==> config.mk <==
export PLATFORM = sky130hd
export DESIGN_NAME = nonce_result_scanner
export DESIGN_NICKNAME = d
export VERILOG_FILES = /design/src/rtl/nonce_result_scanner.sv
export SDC_FILE = /design/constraint.sdc
export NUM_CORES = 1
export LEC_CHECK = 0
export CAP_MARGIN = 15
export CELL_PAD_IN_SITES_DETAIL_PLACEMENT = 0
export CELL_PAD_IN_SITES_GLOBAL_PLACEMENT = 1
export CORE_AREA = 4 4 142 144
export DETAILED_ROUTE_END_ITERATION = 7
export DIE_AREA = 0 0 146 148
export PLACE_DENSITY = 0.86
export SKIP_LAST_GASP = 1
export SYNTH_ARGS = -nofsm -noshare
export SYNTH_HDL_FRONTEND = slang
export SYNTH_SLANG_ARGS = --single-unit
==> constraint.sdc <==
create_clock -name clk -period 2.9 [get_ports clk]
set_input_delay 0.725 -clock clk [delete_from_list [all_inputs] [get_ports clk]]
set_output_delay 0.725 -clock clk [all_outputs]
set_load 0.01 [all_outputs]
==> src/rtl/nonce_result_scanner.sv <==
`default_nettype none
// ============================================================================
//  Module   : nonce_result_scanner
//  Purpose  : Reads back the NUM_NONCES hash words written by the nonce-sweep
//             hasher and compares each one (unsigned) against a difficulty
//             target. Reports the first hit, the number of hits, and the
//             minimum hash along with the nonce that produced it.
//  Ports    : clk, reset            - clock, synchronous active-high reset
//             start, result_addr,   - scan request (accepted only when done=1),
//             target                  base address of word 0, difficulty target
//             done                  - 1 while idle, 0 while a scan is running
//             found, golden_nonce,  - scan results, held until the next
//             hit_count, min_hash,    accepted start
//             min_nonce
//             mem_clk, mem_we,      - shared memory port (read-only usage,
//             mem_addr,               synchronous read: address registered at
//             mem_read_data           edge e, data captured at edge e+2)
//  Revision : 1.0 - initial release
// ============================================================================
module nonce_result_scanner #(
    parameter int NUM_NONCES = 16,
    parameter int IDX_W      = 8
) (
    input  logic             clk,
    input  logic             reset,
    input  logic             start,
    input  logic [15:0]      result_addr,
    input  logic [31:0]      target,
    output logic             done,
    output logic             found,
    output logic [IDX_W-1:0] golden_nonce,
    output logic [IDX_W:0]   hit_count,
    output logic [31:0]      min_hash,
    output logic [IDX_W-1:0] min_nonce,
    output logic             mem_clk,
    output logic             mem_we,
    output logic [15:0]      mem_addr,
    input  logic [31:0]      mem_read_data
);

    localparam logic [IDX_W-1:0] c_LAST = IDX_W'(NUM_NONCES - 1);

    typedef enum logic [1:0] {
        ST_IDLE  = 2'd0,
        ST_PRIME = 2'd1,
        ST_SCAN  = 2'd2
    } state_t;

    state_t           r_state;
    state_t           w_state_nxt;

    logic [15:0]      r_mem_addr;
    logic [IDX_W-1:0] r_rd_cnt;     // index of the most recently issued address
    logic [IDX_W-1:0] r_cap_cnt;    // index of the word arriving this cycle
    logic [31:0]      r_tgt;
    logic             r_found;
    logic [IDX_W-1:0] r_golden_nonce;
    logic [IDX_W:0]   r_hit_count;
    logic [31:0]      r_min_hash;
    logic [IDX_W-1:0] r_min_nonce;

    logic             w_hit;
    logic             w_new_min;

    assign w_hit     = (mem_read_data < r_tgt);
    assign w_new_min = (mem_read_data < r_min_hash);

    // ------------------------------------------------------------------
    // State register
    // ------------------------------------------------------------------
    always_ff @(posedge clk) begin
        if (reset) begin
            r_state <= ST_IDLE;
        end else begin
            r_state <= w_state_nxt;
        end
    end

    // ------------------------------------------------------------------
    // Next-state logic
    // ------------------------------------------------------------------
    always_comb begin
        w_state_nxt = r_state;
        case (r_state)
            ST_IDLE:  if (start) w_state_nxt = ST_PRIME;
            ST_PRIME: w_state_nxt = ST_SCAN;
            ST_SCAN:  if (r_cap_cnt == c_LAST) w_state_nxt = ST_IDLE;
            default:  w_state_nxt = ST_IDLE;
        endcase
    end

    // ------------------------------------------------------------------
    // Address generation and result accumulation
    // ------------------------------------------------------------------
    always_ff @(posedge clk) begin
        if (reset) begin
            r_mem_addr     <= 16'h0000;
            r_rd_cnt       <= '0;
            r_cap_cnt      <= '0;
            r_tgt          <= 32'h0000_0000;
            r_found        <= 1'b0;
            r_golden_nonce <= '0;
            r_hit_count    <= '0;
            r_min_hash     <= 32'hFFFF_FFFF;
            r_min_nonce    <= '0;
        end else begin
            case (r_state)
                ST_IDLE: begin
                    if (start) begin
                        r_mem_addr     <= result_addr;
                        r_rd_cnt       <= '0;
                        r_cap_cnt      <= '0;
                        r_tgt          <= target;
                        r_found        <= 1'b0;
                        r_golden_nonce <= '0;
                        r_hit_count    <= '0;
                        r_min_hash     <= 32'hFFFF_FFFF;
                        r_min_nonce    <= '0;
                    end
                end
                ST_PRIME: begin
                    // With a single nonce there is no second word to fetch.
                    if (r_rd_cnt < c_LAST) begin
                        r_mem_addr <= r_mem_addr + 16'd1;
                        r_rd_cnt   <= r_rd_cnt + 1'b1;
                    end
                end
                ST_SCAN: begin
                    if (r_rd_cnt < c_LAST) begin
                        r_mem_addr <= r_mem_addr + 16'd1;
                        r_rd_cnt   <= r_rd_cnt + 1'b1;
                    end
                    r_cap_cnt <= r_cap_cnt + 1'b1;
                    if (w_hit) begin
                        r_hit_count <= r_hit_count + 1'b1;
                        if (!r_found) begin
                            r_found        <= 1'b1;
                            r_golden_nonce <= r_cap_cnt;
                        end
                    end
                    // Strict compare: an equal later word never displaces
                    // the earlier index.
                    if (w_new_min) begin
                        r_min_hash  <= mem_read_data;
                        r_min_nonce <= r_cap_cnt;
                    end
                end
                default: begin
                end
            endcase
        end
    end

    assign done         = (r_state == ST_IDLE);
    assign found        = r_found;
    assign golden_nonce = r_golden_nonce;
    assign hit_count    = r_hit_count;
    assign min_hash     = r_min_hash;
    assign min_nonce    = r_min_nonce;
    assign mem_clk      = clk;
    assign mem_we       = 1'b0;
    assign mem_addr     = r_mem_addr;

endmodule
`default_nettype wire
Word-level counts from Yosys, hierarchy flattened:

Index checks and enable logic that the tools add are counted.

* add/sub/neg operators: 4
* multiply operators: 0
* divide/modulo/power cells: 0
* order comparisons: 3
* equal/unequal tests: 9
* shift-type cells: 0
* muxes and demuxes: 24
* bitwise gates (word level): 0
* reduce and logical (&&, ||, !) cells: 11

Operators with widths (number)
* $lt 32x32->1: 2
* $mux 32: 2
* $pmux 32 s2: 1
* $pmux 8 s2: 4
* $mux 8: 5
* $mux 16: 2
* $pmux 16 s2: 1
* $mux 9: 2
* $pmux 9 s2: 1
* $add 16x1->16 const B: 1
* $add 8x1->8 const B: 2
* $ne 2x2->1 const B: 5
* $add 9x1->9 const B: 1
* $reduce_and 3->1: 3
* $eq 8x4->1 const B: 1
* $lt 8x4->1 const B: 1
* $pmux 2 s3: 1
* $reduce_and 2->1: 3
* $mux 2: 2
* $reduce_and 4->1: 1
* $reduce_bool 2->1: 2
* $eq 2x1->1 const B: 1
* $eq 2x2->1 const B: 1
* $logic_not 2->1: 1
* other kinds (4): 5

* flip-flop bits (word level): 124
* latch bits: 0
* memory bits (writable): 0
* ROM bits: 0
* bits of input ports: 83
* output and inout port bits: 77
* memories kept: 0

Longest topological paths before layout:

Gate-level depths: netlist of the first run.

* depth in word-level cells: 4
* mapped depth: 10
* depth with buffers taken out: 8

==> results of run 1 <==
[state kept, by name (all words and copies together) (netlist names)]
signal        flops
min_nonce         8
r_cap_cnt         8
hit_count         9
r_tgt            32
found             1
r_state           2
golden_nonce      8
mem_addr         16
r_rd_cnt          8
min_hash         32
[Yosys cell counts (4+ instances only)]
cell / count
a211oi_1: 11
a21o_1: 11
a21oi_1: 75
and3_1: 6
buf_2: 8
clkbuf_1: 28
dfxtp_1: 124
ha_1: 69
inv_1: 84
mux2i_1: 44
nand2_1: 128
nand2b_1: 4
nand3_1: 26
nand4_1: 16
nor2_1: 102
nor3_1: 9
nor4_1: 4
o21ai_0: 22
o22ai_1: 16
xnor2_1: 9
[layout by cell type (no fill, tap or decap), drive strengths merged, types with 3 or more instances in the layout]
master           n
a211oi          11
a21o            11
a21oi           75
a22oi            3
a31oi            3
and2             3
and3             6
and4             3
buf             56
bufinv           4
clkbuf          24
clkdlybuf4s50  156
clkinv           3
clkinvlp         4
dfxtp          124
ha              69
inv             84
mux2i           44
nand2          128
nand2b           5
nand3           27
nand4           16
nor2           102
nor2b            3
nor3             9
nor4             6
o21a             3
o21ai           23
o221ai           3
o22ai           16
o31ai            3
or2              3
xnor2            9
[power by group through the flow]
stage	clock network (mW)	logic, mW	registers (mW)
global route	2.65	1.27	1.90
detailed placement	0.0351	1.15	1.91
CTS	2.57	1.16	1.88
floorplan	0.0284	0.627	1.92
finish	2.52	1.14	1.88
global placement	0.0351	1.14	1.91
[worst reg2reg max path: stages, from the launching register on]
cell and delay (ns):
dfxtp_1 0.32, inv_1 0.04, ha_1 0.30, a21oi_1 0.14
o21ai_0 0.14, a221o_1 0.45, or2_2 0.36, o31ai_4 0.22
buf_12 0.16, o221ai_1 0.11
[metrics by stage]
stage	power (mW)	area, µm²	setup slack (ns)	instances	hold slack (ns)
floorplan	2.574	6847	0.3701	855	0.4363
global placement	3.085	9045	-0.3193	1264	0.4426
detailed placement	3.098	9045	-0.3417	1264	0.4465
CTS	5.607	9754	0.005708	1298	0.4534
global route	5.823	9757	0.07291	1298	0.4709
finish	5.535	9757	0.2373	1298	0.4515
[logic make-up (layout without fill, tap and decap cells)]
group | after synthesis | count (layout) | synth area share, %
muxes | 44 | 44 | 6.433
xor gates and xnor gates | 10 | 10 | 1.279
AOI/OAI and AO/OA | 169 | 169 | 15.88
DFF | 124 | 124 | 36.26
adders and majority gates | 69 | 69 | 12.61
and+or+nand+nor | 315 | 315 | 20.49
buffers and inverters | 123 | 332 | 6.999
other | 1 | 1 | 0.05477
[how the worst min path moves through the flow]
stage / cells after the start / slack [ns] / start / to
5_1_grt: 2 / 0.47 / r_tgt[3]$_SDFFE_PP0P_ / r_tgt[3]$_SDFFE_PP0P_
3_3_place_gp: 2 / 0.44 / r_tgt[2]$_SDFFE_PP0P_ / r_tgt[2]$_SDFFE_PP0P_
2_1_floorplan: 2 / 0.44 / r_tgt[10]$_SDFFE_PP0P_ / r_tgt[10]$_SDFFE_PP0P_
4_1_cts: 2 / 0.45 / r_tgt[2]$_SDFFE_PP0P_ / r_tgt[2]$_SDFFE_PP0P_
6_report: 2 / 0.45 / r_tgt[21]$_SDFFE_PP0P_ / r_tgt[21]$_SDFFE_PP0P_
3_5_place_dp: 2 / 0.45 / r_tgt[2]$_SDFFE_PP0P_ / r_tgt[2]$_SDFFE_PP0P_
[metal layers]
| metal | vias to the layer above | share of wire, % |
|---|---|---|
| met5 | - | 0.14 |
| met4 | 4 | 0.67 |
| met3 | 16 | 6.3 |
| met2 | 172 | 46 |
| met1 | 2980 | 47 |
| li1 | 3319 | - |
[area by class of cell]
class | count | area, µm² | area share, %
flip-flops and latches | 124 | 2482 | 25.44
multi-input cells | 608 | 3911 | 40.09
inverters | 85 | 319.1 | 3.270
clock buffers | 25 | 558.0 | 5.719
well taps | 234 | 292.8 | 3.001
repair buffers | 212 | 2029 | 20.80
clock inverters | 10 | 163.9 | 1.680
[what timing repair did]
action                                  in CTS  in global routing
setup buffers                                0                  0
endpoints found under the setup margin       0                  1
resized for setup                            0                  1
==> results by group, run 1 <==
Timing
  • Fmax: 375.6 MHz
  • Crit share post-route: between 90% and 100%
  • Final Hold Vio Count: 0
  • Setup Skew: 0.01130 ns
  • Fin Setup TNS: 0 ns
  • Unrepaired setup endpoints after global routing: no
  • Post-layout min period: between 2 and 3 ns
  • Final setup violation count: 0
  • Tightest Pin Transition: between 0.5 and 0.6 ns
  • Slew Limit Fails: 0
  • Rel. slew slack: between 60% and 70%

Setup path
  • Worst r2r src: r_tgt[23]$_SDFFE_PP0P_
  • Worst Setup EP: hit_count[7]$_SDFFE_PP0P_
  • Crit. End Element: register
  • Worst path cell trace: clkdlybuf4s50_1, ha_1, a21oi_1, o21ai_0, a221o_1, or2_2, o31ai_4, buf_12, o221ai_1
  • Top Family by Delay on Critical Path: compound AO/OA/AOI/OAI gates
  • Crit-path slowest cell: a221o_1
  • Critical Path Source: mem_read_data[23]
  • Critical path type: primary input to register
  • WP buf/inv: 2
  • Depth of the worst register-to-register path: 9
  • Worst reg2reg path endpoint: hit_count[7]$_SDFFE_PP0P_
  • FF-to-FF setup slack: ~0.54 ns
  • Worst Path Required: 3.30 ns
  • Critical Path Start Type: primary input
  • Critical path's largest stage delay: 0.45 ns
  • Worst path depth: 9
  • Crit-path max FO: 9
  • CP arrival: approximately 3 ns

Power
  • Seq pwr share: between 30 and 40%
  • Clk pwr share: between 40% and 50%
  • PD cells: about 570 nW/µm²
  • Net Sw Frac: 27.06%
  • NetSw: ~1.5 mW
  • Pleak: roughly 4.2 nW
  • Maximum VDD drop: about 390 µV
  • Power share of the combinational group: 20.6%
  • Internal power: ~4.0 mW

Floorplanning
  • Cell Rows: 50
  • Die Footprint: 21610 µm²
  • Io pins: 160
  • Core area: 18710 µm²
  • Horiz. Die Dim: about 150 µm
  • Initial core utilization: between 30% and 40%
  • Die Span Y: roughly 150 µm

Logic synthesis
  • Synth cell types: 57
  • Asr flop ratio synth: 0%
  • Synth top area share: 36.26%
  • Flops & latches, synth: 124
  • Cells after synthesis: between 800 and 900
  • Synthesized area: 6847 µm²
  • EDFF count, synth: 0
  • Syn avg cell area: approximately 8 µm²
  • Post-synth top flop: dfxtp_1
  • Yosys warns: 0
  • Top cell type by total area after synthesis: dfxtp_1
  • Synth top area cells: dfxtp_1, ha_1, nand2_1
  • Mapped Nets: around 1000
  • Register area share after synthesis: between 30 and 40%

Clock network
  • Hold Buf Count CTS: 0
  • Worst-path clk slew: ~0.06 ns
  • Skew-Pair Late Insertion Delay: 0.52 ns
  • CTS tree: yes

Detailed routing
  • TritonRoute pass-1 iters: 4
  • Drt total wl: 19140 µm
  • Routed len/inst: approximately 15 µm
  • Initial drt markers: 282
  • Via count: 6491
  • Post-DR vias/cell: between 5 and 6
  • Post-route antenna net violation count: 0
  • Final routed DRC violation total: 0

Global route
  • Vias in the first global route: approximately 6400
  • Met3 track demand over resource: between 5 and 6%
  • Initial antenna violation count: 2
  • Total track usage: 17.99%
  • Met1 Use GR: between 20 and 25%
  • Met2 usage: between 20% and 30%
  • First-pass GRT wire length: roughly 32000 µm
  • Gr ovfl total: 0
  • Largest net degree at the start of global routing: 34
  • GRT Max-Usage Layer: met2

Finish
  • Inserted Diodes: 0
  • Fin util: 52.16%
  • Fill count: between 1500 and 2000
  • Area grow syn2layout: 42.51%
  • Layout cell share with drive strength beyond 1: between 10% and 20%
  • # nets final: 1204

Placed design
  • # port buffers: roughly 160
  • GPL Wtd Cong: just over 0.8
  • Post-DP HPWL: ~14000 µm

Worst hold path
  • HP Class: register to register

Outcome
  • Status: finished, final reports clean

Flow run
  • Max Cap Viol: 0
Power figures use the tool's default switching activity.
==> run 2, diff against run 1 <==
--- a/config.mk
+++ b/config.mk
@@ -12,6 +12,7 @@
 export DETAILED_ROUTE_END_ITERATION = 7
 export DIE_AREA = 0 0 146 148
 export PLACE_DENSITY = 0.86
+export RECOVER_POWER = 50
 export SKIP_LAST_GASP = 1
 export SYNTH_ARGS = -nofsm -noshare
 export SYNTH_HDL_FRONTEND = slang
==> run 2 against run 1 <==
Count of clock-buffer cells in the layout stayed put. Sequential cell count stayed put. Setup slack worse by 0.0067 ns. Clock power hardly changed. Critical path depth stayed put. Hold slack hardly changed. Cell count stayed put.
==> results by group, run 2 (synthesis gave the netlist of run 1 again) <==
Outcome
  • Status: finished, final reports clean

Clock network
  • Skew-Pair Late Insertion Delay: 0.52 ns (about the same)
  • Setup Buffers After CTS: 0 (unchanged)
  • Hold Buf Count CTS: 0 (unchanged)
  • Worst-path clk slew: 0.06 ns (about the same)
  • CTS tree: yes

Setup path
  • Critical path type: primary input to register
  • Crit. End Element: register
  • Critical Path Source: mem_read_data[23]
  • Critical Path Start Type: primary input
  • Worst r2r src: r_state[0]$_SDFFE_PP0P_
  • Worst Path Required: 3.30 ns (about the same)
  • Crit-path max FO: 9 (unchanged)
  • CP arrival: 3.07 ns (about the same)

Finish
  • Seq. cell area: 2482 µm² (unchanged)
  • Area grow syn2layout: 42.29%
  • Most frequent cells in the layout: nand2_1, dfxtp_1, clkdlybuf4s50_1
  • Fill count: 1783 (+0.28%)
  • # nets final: 1204 (unchanged)
  • Layout cell share with drive strength beyond 1: 9.774% (-0.28 points)
  • Commonest non-fill, non-tap cell in the layout: nand2_1
  • Fin util: 52.08% (-0.080 points)
  • Multi-input gate area: 3906 µm² (-0.13%)
  • Inserted Diodes: 0 (unchanged)

Global route
  • Gr ovfl total: 0 (unchanged)
  • Initial antenna violation count: 2 (unchanged)
  • Vias in the first global route: 6441 (unchanged)
  • First-pass GRT wire length: 31850 µm (unchanged)
  • Largest net degree at the start of global routing: 34 (unchanged)
  • Total track usage: 17.99% (unchanged)

Power
  • Seq pwr share: 34.0% (about the same)
  • Maximum VDD drop: 387.3 µV (-0.38%)
  • Net Sw Frac: 27.08% (about the same)
  • NetSw: 1.495 mW (-0.19%)
  • Internal power: 4.026 mW (-0.27%)
  • PD cells: 566.7 nW/µm² (about the same)
  • Power share of the combinational group: 20.4% (-0.2 points)
  • Clk pwr share: 45.6% (+0.2 points)
  • Pleak: 4.225 nW (-0.28%)
  • Tot Pwr: 5.521 mW (-0.25%)

Floorplanning
  • Initial core utilization: 36.60% (unchanged)
  • Horiz. Die Dim: 146 µm (unchanged)
  • Die Span Y: 148 µm (unchanged)
  • Io pins: 160 (unchanged)
  • Die Footprint: 21610 µm² (unchanged)
  • Core area: 18710 µm² (unchanged)
  • Cell Rows: 50 (unchanged)

Placed design
  • Post-place setup slack: -0.3417 ns (unchanged)
  • GPL Wtd Cong: 0.8111 (unchanged)
  • Post-DP HPWL: 14190 µm (unchanged)
  • # port buffers: 158 (unchanged)

Detailed routing
  • TritonRoute pass-1 iters: 5 (+1)
  • Routed len/inst: 14.69 µm (-0.33%)
  • Post-DR vias/cell: 4.982 (-0.37%)
  • Drt total wl: 19070 µm (-0.33%)
  • Via count: 6467 (-0.37%)
  • Initial drt markers: 277 (-1.8%)
  • Post-route antenna net violation count: 0 (unchanged)
  • Final routed DRC violation total: 0 (unchanged)

Timing
  • Final Hold Vio Count: 0 (unchanged)
  • Fin Hold WS: 0.4515 ns (+0.00001700 ns)
  • Setup Skew: 0.01142 ns (+0.0001177 ns)
  • Fmax: 374.6 MHz (-0.25%)
  • Post-layout min period: 2.669 ns (+0.006683 ns)
  • Slew Limit Fails: 0 (unchanged)
  • Rel. slew slack: 39.78% (-20 points)
  • Unrepaired setup endpoints after global routing: no
  • Tightest Pin Transition: 0.9034 ns (+0.3079 ns)
  • Final setup violation count: 0 (unchanged)
  • Setup WS post-layout: 0.2306 ns (-0.006683 ns)
  • Fin Setup TNS: 0 ns (unchanged)
  • Crit share post-route: 92.05% (+0.23 points)

Worst hold path
  • HP Class: register to register
  • Hold wc startpoint: r_tgt[21]$_SDFFE_PP0P_

Flow run
  • Max Cap Viol: 0 (unchanged)
==> run 2: cell count changes in the layout (fill, tap and decap cells not counted) <==
cell / change
clkdlybuf4s50_1: -44
dlygate4sd3_1: +44
buf_4: -3
clkbuf_1: +2
a211oi_1: +1
a211oi_2: -1
and2_0: +1
and2_1: -1
clkbuf_2: +1
==> run 2: layer usage <==
metal	GRT usage, %	part of all wire [%]	up-vias
met4	3.857	0.32	4
li1	-	-	3317
met3	5.855	5.8	10
met1	23.04	47	2990
met5	0	0.14	-
met2	29.82	47	146
==> run 2: path summary, 6_finish.rpt <==
path,to,slack [ns],cells after the start
setup / recovery,hit_count[7]$_SDFFE_PP0P_,0.23,9
hold / removal,r_tgt[21]$_SDFFE_PP0P_,0.45,2
setup reg to reg,mem_addr[2]$_SDFFE_PP0P_,0.43,8
hold reg to reg,r_tgt[21]$_SDFFE_PP0P_,0.45,2
==> run 2: power by group through the flow <==
stage	sequential [mW]	clock (mW)	combinational (mW)
finish	1.88	2.52	1.13
global route	1.90	2.65	1.26
CTS	1.88	2.57	1.16
detailed placement	1.91	0.0351	1.15
global placement	1.91	0.0351	1.14
floorplan	1.92	0.0284	0.627
==> run 2: layout make-up <==
type / instances / share of cell area [%]
timing repair buffer: 212 / 20.73
sequential: 124 / 25.48
inverter: 85 / 3.275
clock inverter: 10 / 1.683
multi-input combinational: 608 / 40.10
tap: 234 / 3.005
clock buffer: 25 / 5.728
==> run 2: timing repair <==
item	in CTS	in global routing
setup endpoints to repair	0	1
gates resized for setup	0	1
endpoints found under the hold margin	0	0
==> run 2: metrics by stage <==
stage | instance area [µm²] | std cells
3_5_place_dp | 9045 | 1264
5_1_grt | 9742 | 1298
4_1_cts | 9754 | 1298
3_3_place_gp | 9045 | 1264
2_1_floorplan | 6847 | 855
6_report | 9742 | 1298
==> run 2: critical path: stages <==
cell             delay, ns
clkdlybuf4s50_1       0.42
ha_1                  0.34
a21oi_1               0.14
o21ai_0               0.14
a221o_1               0.45
or2_2                 0.36
o31ai_4               0.22
buf_12                0.16
o221ai_1              0.10
==> run 3, diff against run 2 <==
--- a/config.mk
+++ b/config.mk
@@ -14,6 +14,7 @@
 export PLACE_DENSITY = 0.86
 export RECOVER_POWER = 50
 export SKIP_LAST_GASP = 1
+export SLEW_MARGIN = 20
 export SYNTH_ARGS = -nofsm -noshare
 export SYNTH_HDL_FRONTEND = slang
 export SYNTH_SLANG_ARGS = --single-unit
==> results of run 3 <==
Final layout, timing and power as in run 2 (identical DEF).
